### config.mk
export PLATFORM = sky130hd
export DESIGN_NAME = mem_byte_bridge
export DESIGN_NICKNAME = d
export VERILOG_FILES = /design/src/rtl/mem_byte_bridge.sv
export SDC_FILE = /design/constraint.sdc
export NUM_CORES = 1
export LEC_CHECK = 0
export ABC_CLOCK_PERIOD_IN_PS = 3750
export CAP_MARGIN = 20
export CORE_MARGIN = 4
export CORE_UTILIZATION = 47
export CTS_BUF_LIST = sky130_fd_sc_hd__clkbuf_16
export DETAILED_ROUTE_END_ITERATION = 16
export PLACE_DENSITY = 0.92
export SETUP_SLACK_MARGIN = 0.5
export SYNTH_ARGS = -nofsm -noshare
export SYNTH_HDL_FRONTEND = slang
export SYNTH_SLANG_ARGS = --single-unit
### constraint.sdc
create_clock -name clk -period 3.75 [get_ports clk]
set_clock_uncertainty 0.1 [all_clocks]
set_input_delay 0.75 -clock clk [delete_from_list [all_inputs] [get_ports clk]]
set_output_delay 0.75 -clock clk [all_outputs]
set_load 0.02 [all_outputs]
### src/rtl/mem_byte_bridge.sv
// mem_byte_bridge
//   Bridges a 16-bit word-oriented CPU port onto an 8-bit physical memory
//   port. Each CPU access is split into at most two byte accesses: the low
//   byte at the even address (LO), then the high byte at address|1 (HI).
//   Reads always fetch both bytes. Writes touch only the enabled lanes.
//
// Handshake:
//   The CPU holds mem_read/mem_write until mem_resp pulses for one cycle.
//   Each physical strobe is held, with address and data stable, until
//   pmem_resp is seen in the same cycle. The strobe then drops, or moves to
//   the next byte.
//
// Ports:
//   clk, reset          clock; asynchronous active-high reset
//   mem_address         CPU word address (bit 0 ignored)
//   mem_read/mem_write  CPU request strobes (read wins if both)
//   mem_byte_enable     write lane mask, [0]=low byte, [1]=high byte
//   mem_wdata/rdata     CPU write/read data
//   mem_resp            one-cycle completion pulse
//   pmem_address        physical byte address
//   pmem_read/write     physical byte strobes
//   pmem_wdata/rdata    physical write/read byte
//   pmem_resp           physical access complete
module mem_byte_bridge (
    input  logic        clk,
    input  logic        reset,
    input  logic [15:0] mem_address,
    input  logic        mem_read,
    input  logic        mem_write,
    input  logic [1:0]  mem_byte_enable,
    input  logic [15:0] mem_wdata,
    output logic [15:0] mem_rdata,
    output logic        mem_resp,
    output logic [15:0] pmem_address,
    output logic        pmem_read,
    output logic        pmem_write,
    output logic [7:0]  pmem_wdata,
    input  logic [7:0]  pmem_rdata,
    input  logic        pmem_resp
);

    typedef enum logic [1:0] {
        ST_IDLE = 2'd0,
        ST_LO   = 2'd1,
        ST_HI   = 2'd2,
        ST_DONE = 2'd3
    } state_t;

    state_t      state_q, state_d;
    logic [15:0] addr_q, addr_d;
    logic [15:0] wdata_q, wdata_d;
    logic [1:0]  be_q, be_d;
    logic        is_read_q, is_read_d;
    logic [15:0] rdata_q, rdata_d;

    always_ff @(posedge clk or posedge reset) begin
        if (reset) begin
            state_q   <= ST_IDLE;
            addr_q    <= 16'h0000;
            wdata_q   <= 16'h0000;
            be_q      <= 2'b00;
            is_read_q <= 1'b0;
            rdata_q   <= 16'h0000;
        end else begin
            state_q   <= state_d;
            addr_q    <= addr_d;
            wdata_q   <= wdata_d;
            be_q      <= be_d;
            is_read_q <= is_read_d;
            rdata_q   <= rdata_d;
        end
    end

    always_comb begin
        state_d      = state_q;
        addr_d       = addr_q;
        wdata_d      = wdata_q;
        be_d         = be_q;
        is_read_d    = is_read_q;
        rdata_d      = rdata_q;
        mem_resp     = 1'b0;
        pmem_read    = 1'b0;
        pmem_write   = 1'b0;
        pmem_address = 16'h0000;
        pmem_wdata   = 8'h00;

        case (state_q)
            ST_IDLE: begin
                // The request is captured in full here, so CPU inputs that
                // change during the access cannot disturb it.
                if (mem_read || mem_write) begin
                    addr_d    = {mem_address[15:1], 1'b0};
                    wdata_d   = mem_wdata;
                    be_d      = mem_byte_enable;
                    is_read_d = mem_read;
                    if (mem_read || mem_byte_enable[0]) begin
                        state_d = ST_LO;
                    end else if (mem_byte_enable[1]) begin
                        state_d = ST_HI;
                    end else begin
                        state_d = ST_DONE;
                    end
                end
            end
            ST_LO: begin
                pmem_address = addr_q;
                pmem_read    = is_read_q;
                pmem_write   = !is_read_q;
                pmem_wdata   = wdata_q[7:0];
                if (pmem_resp) begin
                    if (is_read_q) begin
                        rdata_d[7:0] = pmem_rdata;
                    end
                    state_d = (is_read_q || be_q[1]) ? ST_HI : ST_DONE;
                end
            end
            ST_HI: begin
                pmem_address = addr_q | 16'h0001;
                pmem_read    = is_read_q;
                pmem_write   = !is_read_q;
                pmem_wdata   = wdata_q[15:8];
                if (pmem_resp) begin
                    if (is_read_q) begin
                        rdata_d[15:8] = pmem_rdata;
                    end
                    state_d = ST_DONE;
                end
            end
            ST_DONE: begin
                // A request still pending here is held off until IDLE.
                mem_resp = 1'b1;
                state_d  = ST_IDLE;
            end
            default: begin
                state_d = ST_IDLE;
            end
        endcase
    end

    assign mem_rdata = rdata_q;

endmodule

==> flow_metrics.tcl <==
set metrics [dict create \
    syn_area_um2 2400 \
    numCtsBuffers 5 \
    critPathArrivalTime_ps 2220 \
    setup.worst_path.end_class "output pin" \
    period_minus_slack_ps 3070 \
    avgSynthCellArea_um2 14.2 \
    slew_viol_final 0 \
    instance_count_along_the_most_critical_hold_path 1 \
    die_area_um2 6330 \
    timing_hold_violations_final 0 \
    timing.reg2reg.setup_slack_ps 1690 \
    grt_max_degree 52 \
    internal_power_w 0.00216 \
    finalSetupTns_ps 0 \
    tightest_slew_ps 571 \
    fp.dieH_um 79.5 \
    share_clk_of_total_power_pct 14.8 \
    route.detailed.drc 0 \
    dpl.cell_count 319 \
    critical_path_fanout_max 10 \
    synth_fa_ha_area_share_pct 3.12 \
    postSynthRegisterBits 51 \
    drt-initial-drc-count 62 \
    timing_worst_setup_path_type "reg -> out" \
    final_min_period_over_clock_period_pct 81.9 \
    cts_htree_levels 2 \
    clk_transition_reported_paths_ps 70 \
    power_leakage_nw 1.80 \
    portBuffers 88 \
    synth-warning-count 0 \
    detailed_place_hpwl_um 3950 \
    dr.pass1.iters 4 \
    antenna_violations_before_repair 0 \
    yosys.area_share.xor_xnor_pct 0 \
    postLayoutSetupSlackWorst_ps 680 \
    drv.max_cap_violation_count 0 \
    grt_overflow_total 0 \
    synth-compound-area-share_pct 4.01 \
    yosys.area.top_type_share_pct 53.1 \
    finish.net_count 314 \
    routedWlPerCell_um 17.2 \
    yosysUniqueCellTypes 20 \
    gr-usage-all-layers_pct 17.9 \
    post-route-util_pct 73.5 \
    yosysSeqAreaShare_pct 53.1 \
    syn_to_final_growth_pct 48.1 \
    share_seq_of_total_power_pct 29.8 \
    clk_root_buffer_cell "sky130_fd_sc_hd__clkbuf_16" \
    netlist.top_cell.by_area "sky130_fd_sc_hd__dfrtp_1" \
    critical_path.startpoint_type "flip-flop" \
    share_comb_of_total_power_pct 55.4 \
    net-switching-power_w 0.00120 \
    ios 90 \
    number_of_global_route_vias_before_repair 1765 \
    start_util_pct 49.6 \
    drt_wl_total_um 5640 \
    regToRegEndpoint "wdata_q[10]$_DFFE_PP0P_" \
    vdd.ir_drop.worst_mv 0.548 \
    combinational_family_with_the_most_area_after_synthesis "multiplexers" \
    final_cell_mix "sky130_fd_sc_hd__clkdlybuf4s50_1, sky130_fd_sc_hd__dfrtp_1, sky130_fd_sc_hd__mux2_4" \
    launch_instance_of_the_worst_min_delay_path "addr_q[15]$_DFFE_PP0P_" \
    post_synth_and_or_nand_nor_area_fraction_pct 8.90 \
    tritoncts_num_sinks 51 \
    num_vias 1648 \
    mostFrequentLayoutCell "sky130_fd_sc_hd__clkdlybuf4s50_1" \
    post_synth_inst_count 169 \
    muxShareOfSynthArea_pct 27.9 \
    area_of_the_core_region_um2 4850 \
    cell_area_power_density_nw_per_um2 944 \
    detailedPlace.worstSlack_ps 703 \
    status "finished clean" \
    fmax_mhz 326 \
    placementRows 25 \
    hold_end "addr_q[15]$_DFFE_PP0P_" \
    tritoncts "yes" \
    switching_fraction_of_total_power_pct 35.7 \
    max_slew_margin_pct 61.9 \
    gp_congestion 0.770 \
    grt_first_pass_wirelength_um 8620 \
    final_cells 328 \
    worst_r2r_path_depth 5 \
    worstReg2RegStart "state_q[0]$_DFFE_PP0P_" \
    required_ps 2900 \
    die-width_um 79.5 \
    clkLatencyLatePin_ps 280 \
    synthesis.nets 222 \
    grt_setup_unrepaired "no" \
    clockBufferDepth 2 \
    yosys-top-cells-area "sky130_fd_sc_hd__dfrtp_1, sky130_fd_sc_hd__mux2_4, sky130_fd_sc_hd__mux2_2, sky130_fd_sc_hd__and2_1, sky130_fd_sc_hd__ha_1" \
    avgViaCountPerCell 5.02 \
    post_route_antenna_net_violation_count 0 \
    antenna_cells_inserted 0 \
    finalSetupViolCount 0 \
    final_layout_size_suffix_gt1_share_pct 26.4 \
    hold_path_class "reg -> reg" \
]
[synth_stat cells]
cell type	instances
sky130_fd_sc_hd__buf_4	2
sky130_fd_sc_hd__mux2_2	21
sky130_fd_sc_hd__clkbuf_1	2
sky130_fd_sc_hd__o21ai_4	1
sky130_fd_sc_hd__o22ai_1	1
sky130_fd_sc_hd__nor2_1	15
sky130_fd_sc_hd__nand3_2	2
sky130_fd_sc_hd__inv_1	4
sky130_fd_sc_hd__mux2_4	29
sky130_fd_sc_hd__a21oi_1	1
sky130_fd_sc_hd__a22oi_1	8
sky130_fd_sc_hd__ha_1	6
sky130_fd_sc_hd__nand2_1	4
sky130_fd_sc_hd__dfrtp_1	51
sky130_fd_sc_hd__buf_6	3
sky130_fd_sc_hd__and4bb_2	1
sky130_fd_sc_hd__or2b_1	1
sky130_fd_sc_hd__or3b_1	1
sky130_fd_sc_hd__o2bb2ai_1	1
sky130_fd_sc_hd__and2_1	15
[what timing repair did]
action	4_1_cts	5_1_grt
hold buffers	0	0
endpoints found under the setup margin	14	14
buffers inserted	1	0
gates resized for setup	2	15
cloned	0	0
[power by group through the flow]
stage | sequential [W] | combinational (W) | clock, W
CTS | 0.00100 | 0.00189 | 0.000506
finish | 0.00100 | 0.00186 | 0.000497
detailed placement | 0.00101 | 0.00186 | 0
global route | 0.00103 | 0.00199 | 0.000527
floorplan | 0.00107 | 0.00109 | 0
global placement | 0.000987 | 0.00182 | 0
[logic make-up after synthesis]
logic type,count (synthesis)
simple gates,39
fa+ha+maj,6
mux,50
compound gates,12
flops,51
buf+inv,11
[per-stage QoR]
step                hold WS (ps)  area, um2  power, W
floorplan                    370       2400   0.00216
global placement             380       3330   0.00281
detailed placement           385       3330   0.00286
CTS                          404       3500   0.00340
global route                 422       3560   0.00355
finish                       398       3560   0.00336
[registers in the layout (all words and copies together), names as in the netlist]
name and count:
be_q 1, state_q 2, wdata_q 16, addr_q 15
mem_rdata 16, is_read_q 1
[cell type report]
| cell class | instances | area, um2 |
|---|---|---|
| Clock inverter | 2 | 37.5 |
| Inverter | 4 | 18.8 |
| Clock buffer | 5 | 125 |
| Tap cell | 67 | 83.8 |
| Timing Repair Buffer | 92 | 958 |
| Sequential cell | 51 | 1280 |
| Fill cell | 313 | 1290 |
| Multi-Input combinational cell | 107 | 1060 |
[how the worst max path moves through the flow]
stage	from	end	slack, ps	depth (start not counted)
6_report	state_q[0]$_DFFE_PP0P_	pmem_wdata[6]	680	6
5_1_grt	state_q[0]$_DFFE_PP0P_	pmem_wdata[0]	580	6
4_1_cts	state_q[1]$_DFFE_PP0P_	pmem_address[1]	540	7
3_5_place_dp	state_q[0]$_DFFE_PP0P_	pmem_address[1]	700	7
3_3_place_gp	state_q[0]$_DFFE_PP0P_	pmem_address[15]	790	7
2_1_floorplan	state_q[0]$_DFFE_PP0P_	pmem_address[10]	1400	6
[per-layer routing]
metal,part of all wire (%),vias up,global-route usage (%)
li1,-,767,-
met1,42,821,21.3
met2,51,52,31.1
met3,5.2,8,4.51
met4,2.1,0,6.70
met5,0,-,0
[critical path, stage by stage (launching register included)]
cell and delay [ps]:
sky130_fd_sc_hd__dfrtp_1 420, sky130_fd_sc_hd__inv_1 110, sky130_fd_sc_hd__ha_1 370, sky130_fd_sc_hd__clkinvlp_4 110
sky130_fd_sc_hd__buf_4 180, sky130_fd_sc_hd__nor2_1 120, sky130_fd_sc_hd__clkdlybuf4s50_1 630
No activity file was read; power rests on OpenSTA's default activity.
